===== config.mk =====
export PLATFORM = sky130hd
export DESIGN_NAME = fir_coeff_loader
export DESIGN_NICKNAME = d
export VERILOG_FILES = /design/src/rtl/fir_coeff_loader_pkg.sv /design/src/rtl/fir_coeff_loader.sv
export SDC_FILE = /design/constraint.sdc
export NUM_CORES = 1
export LEC_CHECK = 0
export ABC_AREA = 1
export BUFFER_PORTS_ARGS = -buffer_cell sky130_fd_sc_hd__buf_2
export CAP_MARGIN = 0
export CELL_PAD_IN_SITES_DETAIL_PLACEMENT = 0
export CELL_PAD_IN_SITES_GLOBAL_PLACEMENT = 1
export CORE_ASPECT_RATIO = 1.2
export CORE_MARGIN = 2
export CORE_UTILIZATION = 33
export CTS_BUF_LIST = sky130_fd_sc_hd__clkbuf_16
export CTS_CLUSTER_SIZE = 24
export DETAILED_ROUTE_END_ITERATION = 16
export PLACE_DENSITY = 0.82
export SLEW_MARGIN = 20
export SYNTH_ARGS = -nofsm -noshare
export SYNTH_HDL_FRONTEND = slang
export SYNTH_SLANG_ARGS = --single-unit

===== constraint.sdc =====
create_clock -name clk -period 1.3 [get_ports clk]
set_input_delay 0.13 -clock clk [delete_from_list [all_inputs] [get_ports clk]]
set_output_delay 0.13 -clock clk [all_outputs]
set_load 0.02 [all_outputs]

===== src/rtl/fir_coeff_loader_pkg.sv =====
// Shared constants and state encodings for the FIR coefficient loader.
// Define FIR_COEFF_SYMMETRIC_EN to load half a bank and mirror each write.
package fir_coeff_loader_pkg;

  localparam int unsigned Q15_WIDTH       = 16;
  localparam int unsigned COEFF_WIDTH_DEF = Q15_WIDTH;
  localparam int unsigned NUM_TAPS_DEF    = 33;

  // FLUSH holds the cycle in which the final write sits on the coefficient port.
  typedef enum logic [2:0] {
    ST_IDLE   = 3'd0,
    ST_LOAD   = 3'd1,
    ST_MIRROR = 3'd2,
    ST_DRAIN  = 3'd3,
    ST_FIN    = 3'd4,
    ST_FLUSH  = 3'd5
  } load_state_e;

  // Number of beats a well-formed bank carries.
  function automatic int unsigned bank_len(input int unsigned num_taps);
`ifdef FIR_COEFF_SYMMETRIC_EN
    return (num_taps + 1) / 2;
`else
    return num_taps;
`endif
  endfunction

endpackage


===== src/rtl/fir_coeff_loader.sv =====
// Writer side of the FIR coefficient port: streams one bank into the filter.
// FIR_COEFF_SYMMETRIC_EN: bank carries taps 0..EXP-1, each write is mirrored.
module fir_coeff_loader
  import fir_coeff_loader_pkg::*;
#(
  parameter int unsigned NUM_TAPS    = NUM_TAPS_DEF,
  parameter int unsigned COEFF_WIDTH = COEFF_WIDTH_DEF,
  parameter int unsigned IDX_WIDTH   = $clog2(NUM_TAPS)
) (
  input  logic                   clk,
  input  logic                   rstn,
  input  logic                   start,
  input  logic [COEFF_WIDTH-1:0] s_tdata,
  input  logic                   s_tvalid,
  output logic                   s_tready,
  input  logic                   s_tlast,
  output logic                   coeff_wr_en,
  output logic [IDX_WIDTH-1:0]   coeff_idx,
  output logic [COEFF_WIDTH-1:0] coeff_w,
  output logic                   busy,
  output logic                   fir_hold,
  output logic                   done,
  output logic                   err
);

  localparam int unsigned          EXP    = bank_len(NUM_TAPS);
  localparam logic [IDX_WIDTH-1:0] LAST_B = IDX_WIDTH'(EXP - 1);

  load_state_e          state_q;
  load_state_e          state_d;
  load_state_e          after_beat;
  logic [IDX_WIDTH-1:0] b_q;
  logic [IDX_WIDTH-1:0] b_d;
  logic                 hs;
  logic                 mirror_c;
  logic                 tl_sel;
  logic                 len_bad;

  logic                   wr_en_d;
  logic [IDX_WIDTH-1:0]   idx_d;
  logic [COEFF_WIDTH-1:0] w_d;
  logic                   tready_d;
  logic                   busy_d;
  logic                   done_d;
  logic                   err_d;

  assign hs = s_tvalid && s_tready;

`ifdef FIR_COEFF_SYMMETRIC_EN
  localparam logic [IDX_WIDTH-1:0] TOP_IDX = IDX_WIDTH'(NUM_TAPS - 1);

  logic tlast_q;

  // Centre tap of an odd bank maps onto itself and gets no mirror write.
  assign mirror_c = (TOP_IDX - b_q) != b_q;
  assign tl_sel   = (state_q == ST_MIRROR) ? tlast_q : s_tlast;

  always_ff @(posedge clk or negedge rstn) begin
    if (!rstn) begin
      tlast_q <= 1'b0;
    end else if (state_q == ST_LOAD && hs) begin
      tlast_q <= s_tlast;
    end
  end
`else
  assign mirror_c = 1'b0;
  assign tl_sel   = s_tlast;
`endif

  // Length verdict for the beat being retired (after its mirror, if any).
  assign len_bad    = tl_sel ? (b_q != LAST_B) : (b_q == LAST_B);
  assign after_beat = tl_sel ? ST_FLUSH : ((b_q == LAST_B) ? ST_DRAIN : ST_LOAD);

  // State register.
  always_ff @(posedge clk or negedge rstn) begin
    if (!rstn) begin
      state_q <= ST_IDLE;
    end else begin
      state_q <= state_d;
    end
  end

  // Next-state logic.
  always_comb begin
    state_d = state_q;
    unique case (state_q)
      ST_IDLE:   if (start) state_d = ST_LOAD;
      ST_LOAD:   if (hs) state_d = mirror_c ? ST_MIRROR : after_beat;
`ifdef FIR_COEFF_SYMMETRIC_EN
      ST_MIRROR: state_d = after_beat;
`endif
      ST_DRAIN:  if (hs && s_tlast) state_d = ST_FIN;
      ST_FLUSH:  state_d = ST_FIN;
      ST_FIN:    state_d = start ? ST_LOAD : ST_IDLE;
      default:   state_d = ST_IDLE;
    endcase
  end

  // Next values of the registered outputs and beat counter.
  always_comb begin
    wr_en_d  = 1'b0;
    idx_d    = coeff_idx;
    w_d      = coeff_w;
    err_d    = err;
    b_d      = b_q;
    tready_d = (state_d == ST_LOAD) || (state_d == ST_DRAIN);
    busy_d   = (state_d != ST_IDLE) && (state_d != ST_FIN);
    done_d   = (state_d == ST_FIN);
    unique case (state_q)
      ST_IDLE, ST_FIN: begin
        if (start) begin
          b_d   = '0;
          err_d = 1'b0;
        end
      end
      ST_LOAD: begin
        if (hs) begin
          wr_en_d = 1'b1;
          idx_d   = b_q;
          w_d     = s_tdata;
          if (!mirror_c) begin
            err_d = err | len_bad;
            b_d   = b_q + IDX_WIDTH'(1);
          end
        end
      end
`ifdef FIR_COEFF_SYMMETRIC_EN
      ST_MIRROR: begin
        wr_en_d = 1'b1;
        idx_d   = TOP_IDX - b_q;
        err_d   = err | len_bad;
        b_d     = b_q + IDX_WIDTH'(1);
      end
`endif
      default: begin
      end
    endcase
  end

  // Output and counter registers.
  always_ff @(posedge clk or negedge rstn) begin
    if (!rstn) begin
      b_q         <= '0;
      coeff_wr_en <= 1'b0;
      coeff_idx   <= '0;
      coeff_w     <= '0;
      s_tready    <= 1'b0;
      busy        <= 1'b0;
      fir_hold    <= 1'b0;
      done        <= 1'b0;
      err         <= 1'b0;
    end else begin
      b_q         <= b_d;
      coeff_wr_en <= wr_en_d;
      coeff_idx   <= idx_d;
      coeff_w     <= w_d;
      s_tready    <= tready_d;
      busy        <= busy_d;
      fir_hold    <= busy_d;
      done        <= done_d;
      err         <= err_d;
    end
  end

endmodule


==> results of run 1 <==
[Yosys cell counts]
cell | number | area [sq um]
dfrtp_1 | 36 | 901
nand3_1 | 10 | 50.1
clkinv_2 | 1 | 5.00
buf_6 | 3 | 33.8
or2_2 | 1 | 6.26
o21ai_1 | 2 | 10.0
o21bai_1 | 1 | 7.51
nand2_2 | 1 | 6.26
xor2_1 | 2 | 17.5
buf_2 | 1 | 5.00
clkbuf_2 | 1 | 5.00
and2_1 | 1 | 6.26
nand2_4 | 2 | 22.5
nor3_1 | 1 | 5.00
o21a_1 | 1 | 7.51
o21ai_0 | 2 | 10.0
ha_1 | 3 | 37.5
o21ai_2 | 1 | 8.76
nor2_1 | 8 | 30.0
buf_4 | 1 | 7.51
nand2_1 | 78 | 293
nor2_4 | 1 | 11.3
nor3b_1 | 1 | 7.51
nand4_1 | 1 | 6.26
inv_1 | 12 | 45.0
[worst min-delay path by stage]
stage           startpoint           to  slack [ns]  cells after the start
3_3_place_gp          rstn         done        0.19                      2
6_report        s_tdata[2]   coeff_w[2]        0.05                      3
3_5_place_dp          rstn         done        0.19                      2
5_1_grt        s_tdata[10]  coeff_w[10]        0.05                      3
4_1_cts         s_tdata[8]   coeff_w[8]        0.05                      3
2_1_floorplan         rstn       b_q[0]       -0.17                      0
[cells by family (layout without fill, tap and decap cells)]
family	count (synthesis)	in the layout	synth area share (%)
XOR/XNOR	2	2	1.13
adder cells (fa/ha/maj)	3	3	2.43
AO/OA/AOI/OAI	7	7	2.83
flip-flops	36	36	58.3
AND/OR/NAND/NOR	105	105	28.7
buffers and inverters	19	81	6.56
[repair_timing]
item                       in CTS  in global routing
gates cloned                    0                  0
hold buffers                    1                  0
pin swaps                       0                  0
resized for setup               2                  4
hold endpoints to repair       36                  0
setup endpoints to repair       3                 26
[per-layer routing]
layer	track usage (%)	vias to the layer above	part of all wire [%]
met5	0	-	0
met4	7.35	0	2.6
met3	3.97	6	4.1
met2	23.1	31	51
met1	14.2	591	42
li1	-	646	-
[per-stage QoR]
step                cell area, sq um  setup slack (ns)  power [mW]
global placement                1890            0.0122        3.70
global route                    2080            -0.120        5.38
floorplan                       1550           -0.0247        3.07
finish                          2080           -0.0194        5.02
CTS                             2070           -0.0473        5.07
detailed placement              1890           -0.0351        3.73
[worst register-to-register path: cells and delay by family (launching register included)]
family          cells  cell delay [ns]
buf+inv             1             0.07
simple gates        3             0.32
fa+ha+maj           2             0.39
compound gates      1             0.12
flops               1             0.37
[registers in the layout (all words and copies together) (netlist names)]
signal	count
b_q	6
coeff_idx	6
fir_hold	1
coeff_w	16
done	1
coeff_wr_en	1
s_tready	1
state_q	3
err	1
[power groups by stage]
stage | sequential (mW) | combinational [mW] | clock, mW
2_1_floorplan | 2.17 | 0.893 | 0
3_3_place_gp | 1.74 | 1.96 | 0
3_5_place_dp | 1.75 | 1.98 | 0
4_1_cts | 1.73 | 2.00 | 1.33
5_1_grt | 1.79 | 2.20 | 1.40
6_report | 1.73 | 1.98 | 1.30
[cell type report]
class | instances | area [sq um] | share of cell area [%]
flip-flops and latches | 36 | 902 | 43.4
clock buffers | 5 | 125 | 6.02
clock inverters | 3 | 38.8 | 1.87
inverters | 13 | 51.3 | 2.47
repair buffers | 60 | 333 | 16.0
well taps | 58 | 72.6 | 3.49
multi-input cells | 117 | 556 | 26.7
==> qor.txt, run 1 <==
Startpoint Class = flop
FP Rows = 27
Max Cap Viol = 0
Pwr Density = 2420 nW/um^2
Post-Route WL = 3.18 mm
maximum root-to-sink buffer count = 2
Seq cells post-synth = 36
setup bufs post-CTS = 0
Slew HR = 70.8%
R2R setup slack = -0.02 ns
drc violations = 0
final worst-path cycle share = 101%
I/O pins = 49
wire length per cell = 10.9 um
Initial Util = 33.9%
switch share = 37.7%
HPWL Detailed = 2.26 mm
leak pwr = 1.17 nW
cell total after placement = 283
Ys Warns = 0
final RePlAce weighted congestion = 0.808
Vias = 1274
RR Startpoint = b_q[1]
TritonCTS clock tree = done
Root Driver = clkbuf_16
DRT iter0 DRCs = 30
Worst-Skew Late Latency = 0.27 ns
delay-heaviest family, CP = adder cells
I/O Buffers = 48
Total Routing Usage GR = 13.3%
Comb pwr share = 39.5%
initial antenna violation count = 0
Worst-path clk slew = 0.05 ns
Worst EP arrival = 1.53 ns
Tightest Pin Transition = 0.438 ns
ANT cells = 0
setup violators final = 1
sequential area share after synthesis = 58.3%
crit path kind = flop to flop
commonest cells after routing, fill and taps aside = 78 x nand2_1, 48 x buf_2, 35 x dfrtp_1, 12 x inv_1, 11 x buf_4
Crit path depth = 7
Layout area overhead = 34.5%
most common cell after layout, fill and taps aside = nand2_1
Setup WS post-layout = -0.0194 ns
CP Cell Sequence = inv_1 > ha_1 > nand3_1 > nor3_1 > ha_1 > nor2_1 > o21a_1
Setup crit end = err
Sw Pwr = 1.89 mW
Reg2Reg Depth = 7
H-tree levels = 2
fmax = 758 MHz
Yosys cell types = 25
clock network power share = 26.0%
CP peak stage delay = 0.37 ns
Pint = 3.13 mW
Die ar. = 5250 sq um
Hold/Removal Path Class = primary input to flop
final-report max-slew violation count = 0
CP Buf/Inv Count = 1
Syn Std Cell Area = 1550 sq um
fraction of layout cells with a size suffix above 1 = 33.3%
Critical path origin = b_q[1]
vias per cell = 4.36
Fillers = 466
failing checks = negative setup slack
largest net degree at the start of global routing = 37
min cycle time layout = 1.32 ns
Synth Area per Inst = 8.98 sq um
Slowest cell on crit path = dfrtp_1
most frequent CP cell = ha_1
Die H = 79.0 um
crit path max fanout = 2
Mapped Cells = 172
RR Endpoint = err
CP Capture Type = flop
post-route insts no fill = 292
vias in the first global route = 1202
syn_nets = 196
Post-Route Setup TNS = -0.0194 ns
post-route ant nets = 0
Seq pwr share = 34.5%
final core occ = 45.6%
Core Footprint = 4560 sq um
first-pass GRT wire length = 5.21 mm
unrepaired setup endpoints after global routing = true
Worst Skew = 0.00338 ns
drt first pass iters = 4
TritonCTS buffer count = 5
DIE WIDTH = 66.5 um
Fin Hold WS = 0.0483 ns
Max VDD drop = 0.000618 V
endpoints failing hold = 0
GRT overflow = 0
outcome = finished with violations
clk sinks = 36
Worst EP required = 1.51 ns
# nets final = 257
Power figures use the tool's default switching activity.
==> inputs of run 2 (changes only) <==
--- a/config.mk
+++ b/config.mk
@@ -7,10 +7,9 @@
 export LEC_CHECK = 0
 export ABC_AREA = 1
 export BUFFER_PORTS_ARGS = -buffer_cell sky130_fd_sc_hd__buf_2
-export CAP_MARGIN = 0
+export CAP_MARGIN = 20
 export CELL_PAD_IN_SITES_DETAIL_PLACEMENT = 0
 export CELL_PAD_IN_SITES_GLOBAL_PLACEMENT = 1
-export CORE_ASPECT_RATIO = 1.2
 export CORE_MARGIN = 2
 export CORE_UTILIZATION = 33
 export CTS_BUF_LIST = sky130_fd_sc_hd__clkbuf_16
==> run 2 against run 1 <==
  * Global-route usage up 0.070 points
  * Largest cell class unchanged
  * Critical path type unchanged
  * Via count shrank 0.55%
  * The run now ends clean
  * First-iteration DRC count rose by 60%
  * Clock-buffer cell count stayed put
==> qor.txt, run 2 (synthesized netlist as in run 1, its figures left out) <==
CP Cell Sequence = inv_2 > ha_4 > nand3_2 > nor3_2 > ha_1 > nor2_1 > o21a_1
vias per cell = 4.37
Pwr Density = 2320 nW/um^2
Worst EP arrival = 1.50 ns
Worst EP required = 1.52 ns
R2R setup slack = 0.02 ns
maximum root-to-sink buffer count = 2
largest net degree at the start of global routing = 22
fraction of layout cells with a size suffix above 1 = 35.7%
Slowest cell on crit path = dfrtp_1
Max Cap Viol = 0
FP Rows = 24
Fillers = 435
Worst-path clk slew = 0.05 ns
TritonCTS buffer count = 5
DRT iter0 DRCs = 48
Worst-Skew Late Latency = 0.27 ns
Initial Util = 34.8%
outcome = finished clean
min cycle time layout = 1.28 ns
I/O pins = 49
unrepaired setup endpoints after global routing = true
Startpoint Class = flop
Core Footprint = 4440 sq um
I/O Buffers = 48
delay-heaviest family, CP = flip-flops
post-route ant nets = 0
initial antenna violation count = 0
Biggest register = coeff_w
Regs by FF count = coeff_w x16, b_q x6, coeff_idx x6
post-route insts no fill = 290
final RePlAce weighted congestion = 0.831
max reg flops = 16
Vias = 1267
CP Capture Type = flop
TritonCTS clock tree = done
commonest cells after routing, fill and taps aside = 78 x nand2_1, 48 x buf_2, 35 x dfrtp_1, 15 x buf_4, 11 x inv_1
Root Driver = clkbuf_16
cell total after placement = 278
final core occ = 47.7%
vias in the first global route = 1205
most common cell after layout, fill and taps aside = nand2_1
fmax = 782 MHz
final worst-path cycle share = 98.4%
H-tree levels = 2
# nets final = 262
Post-Route WL = 3.22 mm
Tightest Pin Transition = 0.420 ns
Slew HR = 72.0%
final-report max-slew violation count = 0
wire length per cell = 11.1 um
endpoints failing hold = 0
drt first pass iters = 4
crit path max fanout = 2
Total Routing Usage GR = 13.4%
CP Buf/Inv Count = 1
GRT overflow = 0
Die H = 72.4 um
HPWL Detailed = 2.28 mm
DIE WIDTH = 72.4 um
CP peak stage delay = 0.38 ns
Die ar. = 5250 sq um
ANT cells = 0
leak pwr = 1.19 nW
Max VDD drop = 0.00106 V
first-pass GRT wire length = 5.40 mm
Hold/Removal Path Class = primary input to flop
Layout area overhead = 37.1%
Worst Skew = 0.00502 ns
clk sinks = 36
drc violations = 0
setup violators final = 0
crit path kind = flop to flop
run 2: cell types whose count changed in the layout (fill, tap and decap cells not counted), sizes merged:
| cell | change |
|---|---|
| buf | +5 |
| bufinv | -1 |
run 2: repair_timing:
item,4_1_cts,5_1_grt
resized for setup,7,4
hold endpoints to repair,16,0
endpoints found under the setup margin,2,26
hold buffers,1,0
pin swaps,6,3
setup buffers,2,2
run 2: where the power goes:
part           switching, mW  internal, mW  leakage (nW)
logic                   1.32         0.777         0.656
clock network          0.406         0.687        0.0709
registers              0.196          1.53         0.462
total                   1.92          3.00          1.19
run 2: worst reg2reg max path: stages (launching register included):
cell and delay [ns]:
dfrtp_1 0.38, inv_2 0.09, ha_4 0.13, nand3_2 0.07
nor3_2 0.11, ha_1 0.24, nor2_1 0.09, o21a_1 0.12
run 2: path summary, 6_finish.rpt:
check,start,to,cells past startpoint
worst max-delay path,b_q[1],err,7
worst min-delay path,s_tdata[5],coeff_w[5],3
worst max register to register,b_q[1],err,7
worst min register to register,coeff_w[5],coeff_w[5],2
max in group asynchronous,rstn,state_q[1],3
min in group asynchronous,rstn,coeff_idx[0],2
run 2: metrics by stage:
stage	hold slack (ns)	setup TNS [ns]	instance area (sq um)	worst slack, ns	power [mW]
2_1_floorplan	-0.166	-0.0247	1550	-0.0247	3.07
3_3_place_gp	0.0898	-0.00552	1900	-0.00552	3.72
3_5_place_dp	0.0927	-0.0475	1900	-0.0475	3.74
4_1_cts	0.0473	-0.0566	2090	-0.0449	4.93
5_1_grt	0.0522	-0.0892	2120	-0.0669	5.29
6_report	0.0477	0	2120	0.0204	4.91
run 2: final cells by class:
cell class	instances	area, sq um	share of cell area, %
inverter	13	51.3	2.42
multi-input combinational	117	583	27.5
clock inverter	2	8.76	0.413
clock buffer	5	125	5.91
tap	52	65.1	3.07
timing repair buffer	65	383	18.1
sequential	36	902	42.6
run 2: routing by layer:
metal	wire, um	track usage, %	vias to the layer above	share of wire, %
met4	29	4.94	0	0.90
met2	1500	21.1	36	47
met5	0	0	-	0
met1	1500	16.9	571	47
met3	186	5.00	4	5.8
li1	-	-	656	-
==> inputs of run 3 (changes only) <==
--- a/config.mk
+++ b/config.mk
@@ -16,6 +16,7 @@
 export CTS_CLUSTER_SIZE = 24
 export DETAILED_ROUTE_END_ITERATION = 16
 export PLACE_DENSITY = 0.82
+export RECOVER_POWER = 25
 export SLEW_MARGIN = 20
 export SYNTH_ARGS = -nofsm -noshare
 export SYNTH_HDL_FRONTEND = slang
==> run 3 against run 2 <==
  * Hold slack hardly changed
  * Sequential share of layout area increased by 0.25 points
  * Final cell count unchanged
  * Wire length is 0.16% higher
  * First-iteration DRC count grew 4.2%
  * Die area unchanged
  * Flip-flop and latch count unchanged
  * Sequential power about the same
  * Core utilization shrank 0.28 points
  * Critical path type unchanged
  * Critical path depth stayed put
  * Cell area is 0.59% lower
  * Maximum frequency down 0.25%
==> qor.txt, run 3 (synthesized netlist as in run 1, its figures left out) <==
outcome = finished clean
Worst EP arrival = 1.50 ns
final RePlAce weighted congestion = 0.831
Root Driver = clkbuf_16
H-tree levels = 2
DRT iter0 DRCs = 50
largest net degree at the start of global routing = 22
Hold/Removal Path Class = primary input to flop
Worst-path clk slew = 0.05 ns
Core Footprint = 4440 sq um
Fillers = 435
Biggest register = coeff_w
Post-Route Setup TNS = 0 ns
Placed Area = 1900 sq um
GRT overflow = 0
setup violators final = 0
Vias = 1264
leak pwr = 1.18 nW
cell total after placement = 278
vias per cell = 4.36
endpoints failing hold = 0
Die H = 72.4 um
Worst Skew = 0.00488 ns
vias in the first global route = 1205
post-route ant nets = 0
unrepaired setup endpoints after global routing = true
first-pass GRT wire length = 5.40 mm
commonest cells after routing, fill and taps aside = 78 x nand2_1, 47 x buf_2, 35 x dfrtp_1, 15 x buf_4, 11 x inv_1
Slew HR = 71.6%
Startpoint Class = flop
most common cell after layout, fill and taps aside = nand2_1
TritonCTS buffer count = 5
fraction of layout cells with a size suffix above 1 = 35.7%
ANT cells = 0
crit path kind = flop to flop
post-route insts no fill = 290
min cycle time layout = 1.28 ns
I/O Buffers = 48
Final Cell Area = 2110 sq um
Worst-Skew Late Latency = 0.27 ns
FP Rows = 24
Initial Util = 34.8%
HPWL Detailed = 2.28 mm
Post-Route WL = 3.22 mm
TritonCTS clock tree = done
final core occ = 47.4%
I/O pins = 49
clk sinks = 36
# nets final = 262
Total Routing Usage GR = 13.4%
Max Cap Viol = 0
Tightest Pin Transition = 0.426 ns
Worst EP required = 1.52 ns
Fin Hold WS = 0.0478 ns
Regs by FF count = coeff_w x16, b_q x6, coeff_idx x6
CP Capture Type = flop
final-report max-slew violation count = 0
fmax = 780 MHz
Layout area overhead = 36.3%
Die ar. = 5250 sq um
drc violations = 0
drt first pass iters = 4
DIE WIDTH = 72.4 um
Max VDD drop = 0.00106 V
Pwr Density = 2330 nW/um^2
initial antenna violation count = 0
maximum root-to-sink buffer count = 2
max reg flops = 16
wire length per cell = 11.1 um
crit path max fanout = 2
final worst-path cycle share = 98.7%
-- run 3: changes by cell type in the layout (fill, tap and decap cells not counted), sizes merged --
| cell | previous run | this run |
|---|---|---|
| buf | 64 | 62 |
| clkbuf | 5 | 7 |
-- run 3: routing by layer --
metal	track usage, %	vias up	part of all wire (%)
li1	-	654	-
met4	4.94	0	0.90
met3	5.00	4	5.8
met5	0	-	0
met2	21.1	36	46
met1	16.9	570	47
-- run 3: layout make-up --
type / count / area (sq um) / area share (%)
sequential: 36 / 902 / 42.8
multi-input combinational: 117 / 583 / 27.7
timing repair buffer: 65 / 370 / 17.6
clock buffer: 5 / 125 / 5.94
tap: 52 / 65.1 / 3.09
inverter: 13 / 51.3 / 2.44
clock inverter: 2 / 8.76 / 0.416
-- run 3: power by group --
part / internal (mW) / switching (mW)
Sequential: 1.53 / 0.196
Clock: 0.687 / 0.405
Combinational: 0.773 / 1.32
-- run 3: critical path, cell delays in order, from the launching register on --
cell and delay (ns):
dfrtp_1 0.38, inv_2 0.09, ha_4 0.13, nand3_2 0.07
nor3_2 0.11, ha_1 0.24, nor2_1 0.09, o21a_1 0.12
-- run 3: stage by stage --
stage          setup WS [ns]  total power, mW
6_report              0.0172             4.91
5_1_grt              -0.0669             5.29
4_1_cts              -0.0449             4.93
3_5_place_dp         -0.0475             3.74
3_3_place_gp        -0.00552             3.72
2_1_floorplan        -0.0247             3.07
-- run 3: worst paths after layout --
kind	start	to	slack (ns)	depth (start not counted)
worst max-delay path	b_q[1]	err	0.02	7
max in group asynchronous	rstn	state_q[1]	0.28	3
worst max register to register	b_q[1]	err	0.02	7
worst min register to register	coeff_w[5]	coeff_w[5]	0.47	2
min in group asynchronous	rstn	coeff_w[9]	0.33	2
worst min-delay path	s_tdata[5]	coeff_w[5]	0.05	3
-- run 3: timing repair --
item / 4_1_cts / 5_1_grt
endpoints found under the hold margin: 16 / 0
pin swaps: 6 / 3
resized for setup: 7 / 4
setup endpoints to repair: 2 / 26
hold buffers: 1 / 0
buffers inserted: 2 / 2
